[src/rtl/rgb_pattern_sequencer.sv]
// Programmable N-step RGB colour sequencer with per-channel PWM, manual/auto stepping and an error state.
// Optional feature: define RGB_SEQ_REVERSE_EN to honour step_dir (reverse stepping).
module rgb_pattern_sequencer #(
  parameter int NUM_STEPS   = 4,
  parameter int PWM_BITS    = 4,
  parameter int DWELL_TICKS = 1000,
  localparam int IDX_W      = (NUM_STEPS > 1) ? $clog2(NUM_STEPS) : 1
) (
  input  logic                  clk,
  input  logic                  rst,
  input  logic                  step_req,
  input  logic                  step_dir,
  input  logic                  mode_auto,
  input  logic [IDX_W-1:0]      seq_last,
  input  logic                  cfg_we,
  input  logic [IDX_W-1:0]      cfg_addr,
  input  logic [3*PWM_BITS-1:0] cfg_data,
  output logic [2:0]            rgb,
  output logic [IDX_W-1:0]      step_idx,
  output logic                  wrap,
  output logic                  error
);

  localparam int DW_W = (DWELL_TICKS > 1) ? $clog2(DWELL_TICKS) : 1;
  localparam logic [IDX_W-1:0]    LAST_IDX  = IDX_W'(NUM_STEPS - 1);
  localparam logic [DW_W-1:0]     DWELL_MAX = DW_W'(DWELL_TICKS - 1);
  localparam logic [PWM_BITS-1:0] DUTY_FULL = '1;

  typedef enum logic [1:0] {S_MANUAL, S_AUTO, S_ERROR} state_t;

  state_t                  r_state, w_state_nx;
  logic [IDX_W-1:0]        r_idx, w_idx_nx;
  logic                    r_wrap, w_wrap_nx;
  logic [DW_W-1:0]         r_dwell;
  logic [PWM_BITS-1:0]     r_pwm_cnt;
  logic [2:0]              r_rgb;
  logic [3*PWM_BITS-1:0]   r_table [NUM_STEPS];
  logic [3*PWM_BITS-1:0]   w_duty;
  logic                    w_invalid, w_advance;

  function automatic logic [3*PWM_BITS-1:0] default_entry(input int k);
    return {{(2*PWM_BITS){1'b0}}, DUTY_FULL} << (PWM_BITS * (k % 3));
  endfunction

`ifndef RGB_SEQ_REVERSE_EN
  logic w_unused_dir;
  assign w_unused_dir = step_dir;
`endif

  assign w_invalid = (seq_last > LAST_IDX);
  assign w_duty    = r_table[r_idx];

  // NOTE: every signal written here gets a default first, so no path can infer a latch.
  always_comb begin
    w_state_nx = r_state;
    w_advance  = 1'b0;
    w_idx_nx   = r_idx;
    w_wrap_nx  = 1'b0;
    error      = 1'b0;

    if (w_invalid)               w_state_nx = S_ERROR;
    else if (r_state == S_ERROR) w_state_nx = S_MANUAL;
    else                         w_state_nx = mode_auto ? S_AUTO : S_MANUAL;

    case (r_state)
      S_MANUAL: w_advance = step_req;
      S_AUTO:   w_advance = step_req || (r_dwell == DWELL_MAX);
      default:  error     = 1'b1;
    endcase
    if (w_invalid) w_advance = 1'b0;

    if (r_state == S_ERROR) begin
      w_idx_nx = '0;
    end else if (w_advance) begin
`ifdef RGB_SEQ_REVERSE_EN
      if (step_dir) begin
        if (r_idx == '0 || r_idx > seq_last) begin
          w_idx_nx  = seq_last;
          w_wrap_nx = 1'b1;
        end else begin
          w_idx_nx = r_idx - 1'b1;
        end
      end else
`endif
      if (r_idx >= seq_last) begin
        w_idx_nx  = '0;
        w_wrap_nx = 1'b1;
      end else begin
        w_idx_nx = r_idx + 1'b1;
      end
    end
  end

  // NOTE: sequential state uses non-blocking assignments so every register samples pre-edge values.
  always_ff @(posedge clk or posedge rst) begin
    if (rst) begin
      r_state   <= S_MANUAL;
      r_idx     <= '0;
      r_wrap    <= 1'b0;
      r_dwell   <= '0;
      r_pwm_cnt <= '0;
      r_rgb     <= '0;
    end else begin
      r_state   <= w_state_nx;
      r_idx     <= w_idx_nx;
      r_wrap    <= w_wrap_nx;
      r_pwm_cnt <= r_pwm_cnt + 1'b1;
      // Dwell restarts on any advance, mode change, or outside auto mode.
      if (r_state != S_AUTO || w_state_nx != r_state || w_advance) r_dwell <= '0;
      else                                                         r_dwell <= r_dwell + 1'b1;
      for (int ch = 0; ch < 3; ch++) begin
        r_rgb[ch] <= (w_state_nx != S_ERROR) &&
                     (w_duty[ch*PWM_BITS +: PWM_BITS] > r_pwm_cnt);
      end
    end
  end

  // NOTE: the colour table is reset explicitly because its power-up pattern is visible behaviour.
  always_ff @(posedge clk or posedge rst) begin
    if (rst) begin
      for (int k = 0; k < NUM_STEPS; k++) r_table[k] <= default_entry(k);
    end else if (cfg_we && cfg_addr <= LAST_IDX) begin
      r_table[cfg_addr] <= cfg_data;
    end
  end

  assign rgb      = r_rgb;
  assign step_idx = r_idx;
  assign wrap     = r_wrap;

endmodule
[config.mk]
export PLATFORM = sky130hd
export DESIGN_NAME = rgb_pattern_sequencer
export DESIGN_NICKNAME = d
export VERILOG_FILES = /design/src/rtl/rgb_pattern_sequencer.sv
export SDC_FILE = /design/constraint.sdc
export NUM_CORES = 1
export LEC_CHECK = 0
export ABC_AREA = 1
export BUFFER_PORTS_ARGS = -buffer_cell sky130_fd_sc_hd__clkbuf_2
export CORE_ASPECT_RATIO = 1.4
export CORE_MARGIN = 3
export CORE_UTILIZATION = 48
export CTS_BUF_LIST = sky130_fd_sc_hd__clkbuf_8 sky130_fd_sc_hd__clkbuf_16
export DETAILED_ROUTE_END_ITERATION = 6
export PLACE_DENSITY_LB_ADDON = 0.05
export SLEW_MARGIN = 20
export SYNTH_ARGS = -nofsm -noshare
export SYNTH_HDL_FRONTEND = slang
export SYNTH_SLANG_ARGS = --single-unit
[constraint.sdc]
create_clock -name clk -period 2.6 [get_ports clk]
set_input_delay 0.26 -clock clk [delete_from_list [all_inputs] [get_ports clk]]
set_output_delay 0.26 -clock clk [all_outputs]
set_load 0.01 [all_outputs]
Yosys cells after proc, flatten, opt, wreduce, memory -nomap -nowiden. Cells that the tools add are included.

Bits in registers: 70. Word-level logic and storage cells: 60.

Eq/ne operators: 6. Bitwise operators: 2. $add $sub $neg: 3. Multiplexer cells: 19. Reductions and logical operators: 11. Order comparisons: 9.

Operators by type and width (number): $bwmux 48 (1); $mux 12 (3); $bmux 12 s2 (1); $demux 12 s2 (1); $gt 4x4->1 (3); $add 10x1->10 const B (1); $eq 10x10->1 const B (1); $mux 10 (1); $mux 2 (4); $mux 1 (7); $ge 3x3->1 const B (2); $not 2->3 (2); $logic_and 1x1->1 (5); $add 4x1->4 const B (1); $logic_or 1x1->1 (3); $lt 3x1->1 const B (1); $add 2x1->2 const B (1); $eq 2x1->1 const B (1); $eq 2x2->1 const B (1); $ge 2x2->1 (1); $gt 2x2->1 const B (1); $le 2x2->1 const B (1); $logic_not 2->1 (1); $ne 2x1->1 const B (1); 5 further kinds (5).

Logic depth before layout (Yosys ltp).
Depth in word-level cells: 7. Mapped depth: 10.

Worst setup path before layout. Ideal clock, no wire load.

Kind: reg2reg. From: reg r_idx[0], in the netlist step_idx[0]. To: reg r_rgb[1], in the netlist rgb[1]. Cell stages (with the launch flop): 10. Setup slack: 0.949 ns. Period minus slack after synthesis: 1.651 ns. Arrival: 1.573 ns. Path through: dfrtp_1 > buf_2 > inv_2 > buf_2 > o21ai_0 > o22ai_1 > ha_1 > nand2_1 > o21bai_1 > a21oi_1.

Word-level cells in the longest chain between the ends: 6.

Ends and longest elaborated chain: start, declared (line 32) `logic [IDX_W-1:0] r_idx, w_idx_nx;`; start signal, assigned (line 105) `r_idx <= w_idx_nx;`; $not 2->3 (implied by the code) (line 51) `assign w_duty = r_table[r_idx];`; $bmux 12 s2 (line 51); $mux 12 (implied by the code) (2 in series) (line 51); $gt 4x4->1 (line 113) `(w_duty[ch*PWM_BITS +: PWM_BITS] > r_pwm_cnt);`; $logic_and 1x1->1 (line 112) `r_rgb[ch] <= (w_state_nx != S_ERROR) &&`; end signal, assigned by index (line 112); end, declared (line 36) `logic [2:0] r_rgb;`.

No other way between the ends. The select of a mux whose other input is x is not followed. A chain may end at the register's enable or synchronous reset.

Worst setup path in the final report.
From: reg r_idx[1], in the netlist step_idx[1]. To: reg r_rgb[1], in the netlist rgb[1].

The elaborated chain is that of the path after synthesis.

==> flow_summary.json <==
{
  "drt_pass1_iterations": 4,
  "multiInputGateArea_sq_mm": 0.00143,
  "drt_first_iter_violations": 97,
  "hold_violations": 0,
  "wirelength_um": 6670,
  "finalNetCount": 454,
  "run_status": "finished, final reports clean",
  "peakVddDrop_mv": 0.445,
  "final_common_cell": "nand2_1",
  "core_region_area_sq_mm": 0.00674,
  "grt_max_degree": 40,
  "num_rows": 35,
  "grtUsageTotal_pct": 18.3,
  "p_sw_share_pct": 35.3,
  "p_seq_share_pct": 40.4,
  "register_area_sq_mm": 0.00175,
  "via_count": 2548,
  "yosys_warnings": 0,
  "synth_seq_area_share_pct": 51.0,
  "antenna-diode-count": 0,
  "p_per_area_mw_per_mm2": 874,
  "syn-cell-area_sq_mm": 0.00343,
  "start_util_pct": 50.8,
  "cts_buffers": 9,
  "dp.final_hpwl_um": 4610,
  "die-width_um": 77.4,
  "area_growth_pct": 11.5,
  "period_minus_slack_ns": 1.76,
  "drc": 0,
  "wire_per_inst_um": 13.0,
  "path_max_fanout": 12,
  "drtAntennaViolNets": 0,
  "synth_fp_nets": 429,
  "path_clk_slew_ns": 0.07,
  "timing.setup.tns_ns": 0,
  "viasPerCell": 4.97,
  "finalMaxSlewViolations": 0,
  "critical_path_arrival_ns": 1.99,
  "avgSynthCellArea_sq_um": 8.76,
  "cts.sink_count": 69,
  "comb_power_share_pct": 33.5,
  "synthCells": 391,
  "setup_violations": 0,
  "cts_tree": "done",
  "fmax_ghz": 0.569,
  "max_slew_margin_pct": 48.1,
  "clkLatencyLatePin_ns": 0.35,
  "synth-seq-cells": 69,
  "gp_congestion": 0.769,
  "hold_class": "in2reg",
  "pwr-share-clk_pct": 26.2,
  "fin_skew_ns": 0.0109,
  "end_kind": "register",
  "critical_path_class": "reg2reg",
  "cts.root.buffer_cell": "clkbuf_8",
  "grt_setup_unrepaired": "false",
  "grt_pass1_vias": 2436,
  "yosysUniqueCellTypes": 30,
  "leakage_uw": 0.00183,
  "cap_violations": 0,
  "antenna_found_initial": 0,
  "io_buffers": 26,
  "cp.required_ns": 2.83,
  "h-tree-depth": 3,
  "fillers": 672,
  "cts_setup_buffers": 0,
  "dieArea_sq_mm": 0.00820,
  "worstMarginPinSlew_ns": 0.776,
  "grt-ovfl-total": 0,
  "p_sw_uw": 1180,
  "fp.dieH_um": 106,
  "clk_path_buf_depth": 2,
  "finalCritPeriodShare_pct": 67.6,
  "power.internal_uw": 2160,
  "io_pins": 29,
  "drive_gt1_share_pct": 19.2,
  "final_cell_mix": "80 x nand2_1, 60 x o21ai_0, 53 x dfrtp_1",
  "finalHoldWorstSlack_ns": 0.0301,
  "crit_path_start_kind": "register",
  "grt_pass1_wl_um": 11700
}
kinds of logic after synthesis:
family                   synth area share [%]
AND/OR/NAND/NOR                          18.6
AO/OA/AOI/OAI                            15.5
flip-flops                               51.0
buffers and inverters                    7.16
adder cells (fa/ha/maj)                  5.84
XOR/XNOR                                 1.79
other                                   0.109
repair_timing:
item,in CTS,in global routing
endpoints found under the hold margin,18,0
hold buffers,1,0
gates resized for setup,0,0
critical path, cell delays in order (launching register included):
cell and delay (ns):
dfrtp_1 0.40, inv_1 0.32, o21ai_0 0.16, o22ai_1 0.18
ha_1 0.28, nand2_1 0.09, o21bai_1 0.10, a21oi_1 0.09
sequential cells by signal (all words and copies together), names as in the netlist:
| name | cells |
|---|---|
| r_dwell | 10 |
| wrap | 1 |
| rgb | 3 |
| r_table | 48 |
| step_idx | 2 |
| r_pwm_cnt | 4 |
| r_state | 1 |
per-layer routing:
| metal | wire [um] | track usage (%) |
|---|---|---|
| met5 | 0 | 0 |
| met1 | 3080 | 23.5 |
| met3 | 249 | 3.39 |
| met2 | 3220 | 29.8 |
| met4 | 116 | 8.65 |
metrics by stage:
stage                     utilization, %  std cells  power [uW]  worst slack (ns)  area (sq um)
final                               56.6        513        3340             0.844          3820
after floorplan                        -        391        2200             0.627          3430
after detailed placement            53.5        496        2500             0.860          3610
after CTS                           56.6        513        3380             0.839          3820
after global placement              53.5        496        2470             0.852          3610
after global routing                56.6        513        3620             0.603          3820
cells in the mapped netlist:
master / count / share of area (%)
buf_2: 8 / 1.2
o22ai_1: 9 / 1.6
nor2_1: 47 / 5.1
nand4_1: 2 / 0.37
conb_1: 1 / 0.11
inv_2: 1 / 0.11
a21oi_1: 6 / 0.88
inv_1: 39 / 4.3
dfrtp_1: 53 / 39
nor2_2: 2 / 0.37
clkbuf_2: 2 / 0.29
nor2_4: 2 / 0.66
o21ai_0: 60 / 8.8
nand2_2: 3 / 0.55
nand3_2: 3 / 0.88
o21ai_1: 7 / 1.0
o22a_1: 3 / 0.77
nand2_1: 80 / 8.8
dfstp_2: 16 / 12
buf_6: 2 / 0.66
a21boi_1: 1 / 0.22
o21bai_1: 3 / 0.66
clkbuf_1: 2 / 0.22
xnor2_1: 3 / 0.77
nand3_1: 6 / 0.88
nand3_4: 2 / 1.0
xor2_1: 4 / 1.0
ha_1: 16 / 5.8
o21ai_2: 6 / 1.5
buf_4: 2 / 0.44
power by group through the flow:
stage / registers (uW) / clock network [uW] / logic [uW]
floorplan: 1370 / 0 / 829
global placement: 1360 / 0 / 1110
detailed placement: 1370 / 0 / 1130
CTS: 1350 / 899 / 1130
global route: 1370 / 945 / 1310
finish: 1350 / 873 / 1120
cell type report:
cell class / count / area share, %
clock inverter: 7 / 1.97
sequential: 69 / 45.7
multi-input combinational: 266 / 37.5
timing repair buffer: 30 / 4.59
clock buffer: 9 / 3.24
inverter: 40 / 3.93
tap: 92 / 3.01
path summary, 6_finish.rpt:
| path | start | end | slack [ns] | depth (start not counted) |
|---|---|---|---|---|
| min | mode_auto | r_state[0]$_DFF_PP0_ | 0.03 | 1 |
| max reg2reg | step_idx[1]$_DFFE_PP0P_ | rgb[1]$_DFF_PP0_ | 0.84 | 7 |
| min in group asynchronous | rst | r_table[5]$_DFFE_PP0P_ | 0.53 | 3 |
| max in group asynchronous | rst | r_table[22]$_DFFE_PP1P_ | 1.38 | 4 |
| min reg2reg | r_table[22]$_DFFE_PP1P_ | r_table[22]$_DFFE_PP1P_ | 0.47 | 2 |
| max | step_idx[1]$_DFFE_PP0P_ | rgb[1]$_DFF_PP0_ | 0.84 | 7 |
No activity file was read; power rests on OpenSTA's default activity.
